File: config.mk
export PLATFORM = sky130hd
export DESIGN_NAME = pipe_stage_skid
export DESIGN_NICKNAME = d
export VERILOG_FILES = /design/src/rtl/pipe_stage_skid.sv
export SDC_FILE = /design/constraint.sdc
export NUM_CORES = 1
export LEC_CHECK = 0
export BUFFER_PORTS_ARGS = -buffer_cell sky130_fd_sc_hd__buf_2
export CORE_ASPECT_RATIO = 0.75
export CORE_UTILIZATION = 58
export CTS_CLUSTER_SIZE = 16
export DETAILED_ROUTE_END_ITERATION = 8
export HOLD_SLACK_MARGIN = 0.06
export PLACE_DENSITY = 0.85
export SLEW_MARGIN = 20
export SYNTH_ARGS = -nofsm -noshare
export SYNTH_HDL_FRONTEND = slang
export SYNTH_SLANG_ARGS = --single-unit
File: constraint.sdc
create_clock -name CLK -period 4.95 [get_ports CLK]
set_clock_uncertainty 0.05 [all_clocks]
set_input_delay 0.99 -clock CLK [delete_from_list [all_inputs] [get_ports CLK]]
set_output_delay 0.99 -clock CLK [all_outputs]
set_load 0.02 [all_outputs]
File: src/rtl/pipe_stage_skid.sv
// Valid/ready pipeline stage register with optional 2-entry skid buffer,
// synchronous flush to bubble, and a saturating stall-cycle counter.
module pipe_stage_skid #(
  parameter int                 CTRL_W      = 16,
  parameter int                 DATA_W      = 160,
  parameter logic [CTRL_W-1:0]  BUBBLE_CTRL = {CTRL_W{1'b0}},
  parameter bit                 SKID        = 1'b1,
  parameter int                 CNT_W       = 16
) (
  input  logic              CLK,
  input  logic              RST,
  input  logic              FLUSH,
  input  logic              in_valid,
  output logic              in_ready,
  input  logic [CTRL_W-1:0] in_ctrl,
  input  logic [DATA_W-1:0] in_data,
  output logic              out_valid,
  input  logic              out_ready,
  output logic [CTRL_W-1:0] out_ctrl,
  output logic [DATA_W-1:0] out_data,
  output logic [CNT_W-1:0]  stall_cnt
);

  // State encoding is {M_v, S_v}; 2'b01 is never reachable.
  typedef enum logic [1:0] {
    EMPTY = 2'b00,
    ONE   = 2'b10,
    FULL  = 2'b11
  } state_e;

  localparam logic [CNT_W-1:0] CNT_INC = 1;

  state_e            st_q, st_d;
  logic [CTRL_W-1:0] m_c_q, m_c_d;
  logic [DATA_W-1:0] m_d_q, m_d_d;
  logic [CTRL_W-1:0] s_c_q, s_c_d;
  logic [DATA_W-1:0] s_d_q, s_d_d;
  logic [CNT_W-1:0]  cnt_q, cnt_d;
  logic              m_v, s_v;
  logic              accept, pop;

  assign m_v = st_q[1];
  assign s_v = st_q[0];

  assign in_ready = SKID ? ~s_v : (~m_v | out_ready);
  assign accept   = in_valid & in_ready;
  assign pop      = m_v & out_ready;

  assign out_valid = m_v;
  assign out_ctrl  = m_c_q;
  assign out_data  = m_d_q;
  assign stall_cnt = cnt_q;

  always_comb begin
    st_d  = st_q;
    m_c_d = m_c_q;
    m_d_d = m_d_q;
    s_c_d = s_c_q;
    s_d_d = s_d_q;
    if (FLUSH) begin
      st_d  = EMPTY;
      m_c_d = BUBBLE_CTRL;
      m_d_d = '0;
      s_c_d = BUBBLE_CTRL;
      s_d_d = '0;
    end else if (SKID) begin
      unique case (st_q)
        EMPTY: begin
          if (accept) begin
            st_d  = ONE;
            m_c_d = in_ctrl;
            m_d_d = in_data;
          end
        end
        ONE: begin
          unique case (1'b1)
            accept & pop: begin
              m_c_d = in_ctrl;
              m_d_d = in_data;
            end
            accept & ~pop: begin
              st_d  = FULL;
              s_c_d = in_ctrl;
              s_d_d = in_data;
            end
            ~accept & pop: begin
              st_d  = EMPTY;
              m_c_d = BUBBLE_CTRL;
              m_d_d = '0;
            end
            default: ;
          endcase
        end
        FULL: begin
          if (pop) begin
            st_d  = ONE;
            m_c_d = s_c_q;
            m_d_d = s_d_q;
            s_c_d = BUBBLE_CTRL;
            s_d_d = '0;
          end
        end
        default: begin
          st_d  = EMPTY;
          m_c_d = BUBBLE_CTRL;
          m_d_d = '0;
          s_c_d = BUBBLE_CTRL;
          s_d_d = '0;
        end
      endcase
    end else begin
      if (accept) begin
        st_d  = ONE;
        m_c_d = in_ctrl;
        m_d_d = in_data;
      end else if (pop) begin
        st_d  = EMPTY;
        m_c_d = BUBBLE_CTRL;
        m_d_d = '0;
      end
    end
  end

  // Flush does not touch the counter; only reset clears it.
  always_comb begin
    cnt_d = cnt_q;
    if (m_v && !out_ready && !(&cnt_q)) begin
      cnt_d = cnt_q + CNT_INC;
    end
  end

  always_ff @(posedge CLK) begin
    if (RST) begin
      st_q  <= EMPTY;
      m_c_q <= BUBBLE_CTRL;
      m_d_q <= '0;
      s_c_q <= BUBBLE_CTRL;
      s_d_q <= '0;
      cnt_q <= '0;
    end else begin
      assert (!(s_v && !m_v));
      st_q  <= st_d;
      m_c_q <= m_c_d;
      m_d_q <= m_d_d;
      s_c_q <= s_c_d;
      s_d_q <= s_d_d;
      cnt_q <= cnt_d;
    end
  end

endmodule

After elaboration in Yosys (flattened, before gate mapping)
Cells that the tools add are included.
{ "classes": {"addsub": 1, "eq_ne": 7, "n_mux": 18, "bitwise": 9, "n_reduce_logical": 10} }
{ "op_table": {"columns": ["operator", "n"], "rows": [
  ["160-bit one-hot mux with 3 select lines", 2],
  ["160-bit 2-to-1 mux", 4],
  ["160-bit one-hot mux with 2 select lines", 1],
  ["16-bit one-hot mux with 3 select lines", 2],
  ["16-bit 2-to-1 mux", 4],
  ["16-bit one-hot mux with 2 select lines", 1],
  ["16-bit by 1-bit adder with 16-bit output (second input constant)", 1],
  ["16-bit AND reduction", 1],
  ["3-bit AND reduction", 3],
  ["2-bit inequality test (second input constant)", 3],
  ["3-bit inequality test (second input constant)", 2],
  ["2-bit one-hot mux with 3 select lines", 1],
  ["1-bit bitwise AND", 5],
  ["2-bit == test (second input constant)", 2],
  ["2-bit 2-to-1 mux", 2],
  ["1-bit inverter", 4],
  ["2-bit one-hot mux with 2 select lines", 1],
  ["1-bit logical AND", 2],
  ["1-bit zero test", 2],
  ["2-bit zero test", 1],
  ["2-bit OR reduction", 1]
]} }
{ "word_totals": {"ff_bits": 370, "in_bits": 181, "out_inout_bits": 194, "elab_cells": 51} }

Longest topological paths before layout
{ "depth": {"depth_word": 6, "ltp_mapped": 10, "depth_no_buf": 7} }

Least setup slack after synthesis
OpenSTA, ideal clock, no wires.
{ "synth_path": {"path_type": "input port to flip-flop", "from": "input in_valid", "to": "register s_c_q[0]", "setup_ns": 0.070, "arrival_ns": 2.426, "required_time_ns": 4.830, "setup_slack_ns": 2.403, "stages": 10, "n_path_buf": 3, "cell_sequence": "nand2b_1 > inv_1 > ha_1 > inv_1 > a221o_1 > clkbuf_1 > buf_2 > buf_1 > nand2_1 > a21oi_1"} }
{ "synth_between": {"elab_chain_cells": 4} }
{ "synth_rtl": {"columns": ["element", "line_no", "source"], "rows": [
  ["from (decl)", "13", "input logic in_valid,"],
  ["1-bit bitwise AND", "46", "assign accept = in_valid & in_ready;"],
  ["1-bit bitwise AND", "81", "accept & ~pop: begin"],
  ["2-bit inequality test (no line)", null, null],
  ["3-bit AND reduction (no line)", null, null],
  ["to (signal assigned)", "137", "s_c_q <= BUBBLE_CTRL;"],
  ["to (signal assigned)", "145", "s_c_q <= s_c_d;"],
  ["to (decl)", "36", "logic [CTRL_W-1:0] s_c_q, s_c_d;"]
]} }
Every way passes these cells.
A chain may end at the register's enable or synchronous reset.

Worst setup path after layout
{ "layout_path": {"from": "register st_q[1]", "to": "register m_d_q[39] (netlist: out_data[39])"} }
{ "layout_between": {"elab_chain_cells": 4, "word_cells_on_any_way": 12, "classes_between": "eq/ne: 5; mux: 2; bitwise: 3; reduce/logical: 2"} }
{ "layout_rtl": {"columns": ["element", "line_no", "source"], "rows": [
  ["from (decl)", "33", "state_e st_q, st_d;"],
  ["from (signal assigned)", "142", "st_q <= st_d;"],
  ["1-bit bitwise AND", "47", "assign pop = m_v & out_ready;"],
  ["1-bit bitwise AND (on tied branches)", "86, 77", null],
  ["160-bit one-hot mux with 2 select lines or 3-bit inequality test (tied branches)", null, null],
  ["160-bit one-hot mux with 3 select lines or 3-bit AND reduction (tied branches)", null, null],
  ["to (signal assigned)", "144", "m_d_q <= m_d_d;"],
  ["to (decl)", "35", "logic [DATA_W-1:0] m_d_q, m_d_d;"]
]} }
Several ways; a longest one is shown, not always the timed one.

==> results.md <==
- Final Hold Viols: 0
- FILL cells: roughly 2200
- Met1 WL: roughly 20000 um
- Post-CTS setup buffer count: 0
- Synth Register Bits: 370
- Non-filler cells, final: ~2700
- Number of synthesized flops with an enable pin: 0
- Hold-fix buffers, CTS: 0
- Final TNS setup: 0 ns
- WL met2: between 20000 and 25000 um
- Final wirelength: 47500 um
- Maximum achievable frequency: between 300 and 400 MHz
- Iter 0 DRT Violations: about 1400
- Vias in the first global route: between 10000 and 15000
- Tot GR Track Use: 0.318
- Register area: approximately 7400 um2
- Slew Viols, Final: 0
- Fin nets: between 2000 and 3000
- Slew margin rel.: 0.294
- Die Y: around 150 um
- Vias: approximately 16000
- First-pass GRT wire length: ~75000 um
- Commonest cells after routing, fill and taps aside: buf_2 (374), dfxtp_1 (370), a21oi_1 (362)
- Most used flip-flop cell after synthesis: dfxtp_1
- CTS Sinks: 370
- Synthesized netlist cell count: between 2000 and 2500
- Uppermost layer routed: met5
- Hold Crit Class: reg2reg
- Worst EP required: around 5.3 ns
- Routed wl met3: 4140 um
- Largest family of logic cells by synthesized area: compound AO/OA/AOI/OAI gates
- Placed cell count: around 2600
- Reg2reg start: st_q[1]
- PnR worst setup slack: about 1.7 ns
- Clock Path Buffers: 3
- Grt total ovfl: 0
- Clock buffer count from CTS: 36
- Routed WL per cell: approximately 18 um
- # IOs: around 380
- Crit share post-route: 0.656
- Critical Path Source Type: register
- Core Util, Final: 0.707
- Multiplexer share of the synthesized area: 0.00529
- Detailed Routing Iterations Pass 1: 5
- Setup CP Type: reg2reg
- Final period demand of the worst path: ~3.2 ns
- CP endpoint kind: register
- RSZ-0062 raised after global routing: no
- Initial Util: 0.597
- Worst-path maximum fanout: about 100
- Status: completed
- Clock root buffer: clkbuf_16
- Synthesized area: 16300 um2
- Post-synthesis sequential area ratio: 0.454
- PostCTS Resize Cnt: 0
- Post-synthesis xor/xnor area fraction: 0.000537
- Worst Setup EP: out_data[39]
- Area growth syn-to-layout: 18.5%
- Clock tree from TritonCTS: yes
- DP Wirelength: around 29000 um
- Leading area contributor after synthesis: dfxtp_1
- Antenna Nets Post-Route: 0
- Post-synth ARST share: 0
- Post-synthesis simple-gate area fraction: 0.224
- Post-synthesis compound-gate area fraction: 0.256
- Top cell type's share of synthesized area: 0.454
- Total Power: 6.87 mW
- Worst skew pair latency: approximately 0.52 ns
- Synth cell types: 43
- Antenna violations before repair: 12
- YS warnings: 0
- Crit path from: st_q[1]
- Share of cells above drive strength 1: 0.200
- Crit path DAT: ~3.6 ns
- Core area: between 20000 and 30000 um2
- Std-Cell Rows: 52
- Worst r2r dst: out_data[39]
- # port buffers: between 300 and 400
- Drt drc: 0
- Post-Synth Adder-Cell Area: 0.00614
- Largest net degree at the start of global routing: 150
- Flop2flop setup slack: 1.70 ns
- Main area contributors after synthesis: dfxtp_1 (45%), a21oi_1 (11%), nand2_1 (8.2%), a21boi_0 (8.1%), and2_1 (6.8%)
- H-tree levels: 2
- Final setup fails: 0
- Die width: about 200 um
- Multi-input combinational cell area: just over 8000 um2
- Worst IR drop on VDD: between 0.2 and 0.25 mV
- Pleak: between 7 and 8 nW
- PD cells: about 360 nW/um2
- Worst r2r path cells: 6
- CTS clk-pin slew, worst paths: approximately 0.070 ns
- Syn Nets: 2273
- Vias/cell: 5.90
- Max_cap viols: 0
- Commonest non-fill, non-tap cell in the layout: buf_2
- Slew of the pin with the lowest slew margin: about 1.1 ns
- Global placement routability congestion: 0.844
- Die ar.: around 29000 um2
- Pre-CTS WS: 1.62 ns
- Syn Area/Cell: slightly below 8 um2
-- registers in the layout, indices dropped and copies added, names as in the netlist --
signal and cells:
out_ctrl 16, out_data 160, s_c_q 16, s_d_q 160
st_q 2, stall_cnt 16
-- stage by stage --
| stage | hold WS, ns | cell area [um2] |
|---|---|---|
| floorplan | 0.377 | 16300 |
| finish | 0.395 | 19300 |
| detailed placement | 0.389 | 18000 |
| global placement | 0.383 | 18000 |
| global route | 0.411 | 19300 |
| CTS | 0.397 | 19300 |
-- synth_stat cells, types with 4 or more instances --
cell / number
a21boi_0: 176
buf_4: 9
o21ai_0: 97
buf_1: 10
nand4_1: 6
nand3_1: 180
nand2_1: 358
buf_2: 41
a21oi_1: 362
or3_1: 4
mux2_2: 5
ha_1: 8
nor2b_1: 6
and2_1: 176
o21ai_1: 83
nor2_1: 10
clkbuf_1: 135
o31ai_1: 5
dfxtp_1: 370
or4_1: 4
inv_1: 7
-- critical path: stages (launching register included) --
cell and delay [ns]:
dfxtp_1 0.62, ha_4 0.69, or2_4 0.27, a22o_4 0.69, buf_12 0.48, nand2_1 0.11
a21oi_1 0.17
-- worst min-delay path by stage --
stage	start	end	slack (ns)	depth (start not counted)
2_1_floorplan	s_d_q[79]	s_d_q[79]	0.38	2
3_3_place_gp	s_d_q[90]	s_d_q[90]	0.38	2
3_5_place_dp	s_d_q[134]	s_d_q[134]	0.39	2
4_1_cts	s_d_q[140]	s_d_q[140]	0.40	2
5_1_grt	s_d_q[59]	s_d_q[59]	0.41	2
6_report	s_c_q[15]	s_c_q[15]	0.40	2
-- cell type report --
type,count,share of cell area
well taps,351,0.0227
multi-input cells,1508,0.418
clock buffers,51,0.0563
inverters,7,0.00149
repair buffers,391,0.109
clock inverters,10,0.00803
diodes,10,0.00130
flip-flops and latches,370,0.383
-- report_power, final --
part | total [mW] | switching (mW) | leakage (nW) | internal, mW
Sequential | 3.09 | 0.0418 | 2.99 | 3.05
Combinational | 0.888 | 0.628 | 3.78 | 0.260
Clock | 2.90 | 1.16 | 0.611 | 1.74
-- per-layer routing --
layer	global-route usage	vias to the layer above
met1	0.421	7464
met3	0.0636	125
li1	-	7563
met5	0	-
met2	0.502	756
met4	0.144	2
-- cell families (layout without fill, tap and decap cells) --
| group | count (synthesis) | in the layout |
|---|---|---|
| AOI/OAI and AO/OA | 730 | 730 |
| xor gates and xnor gates | 1 | 1 |
| adders and majority gates | 8 | 8 |
| buffers and inverters | 206 | 459 |
| DFF | 370 | 370 |
| muxes | 8 | 8 |
| other | 0 | 10 |
| and+or+nand+nor | 761 | 761 |
(Power assumes the default switching activity.)
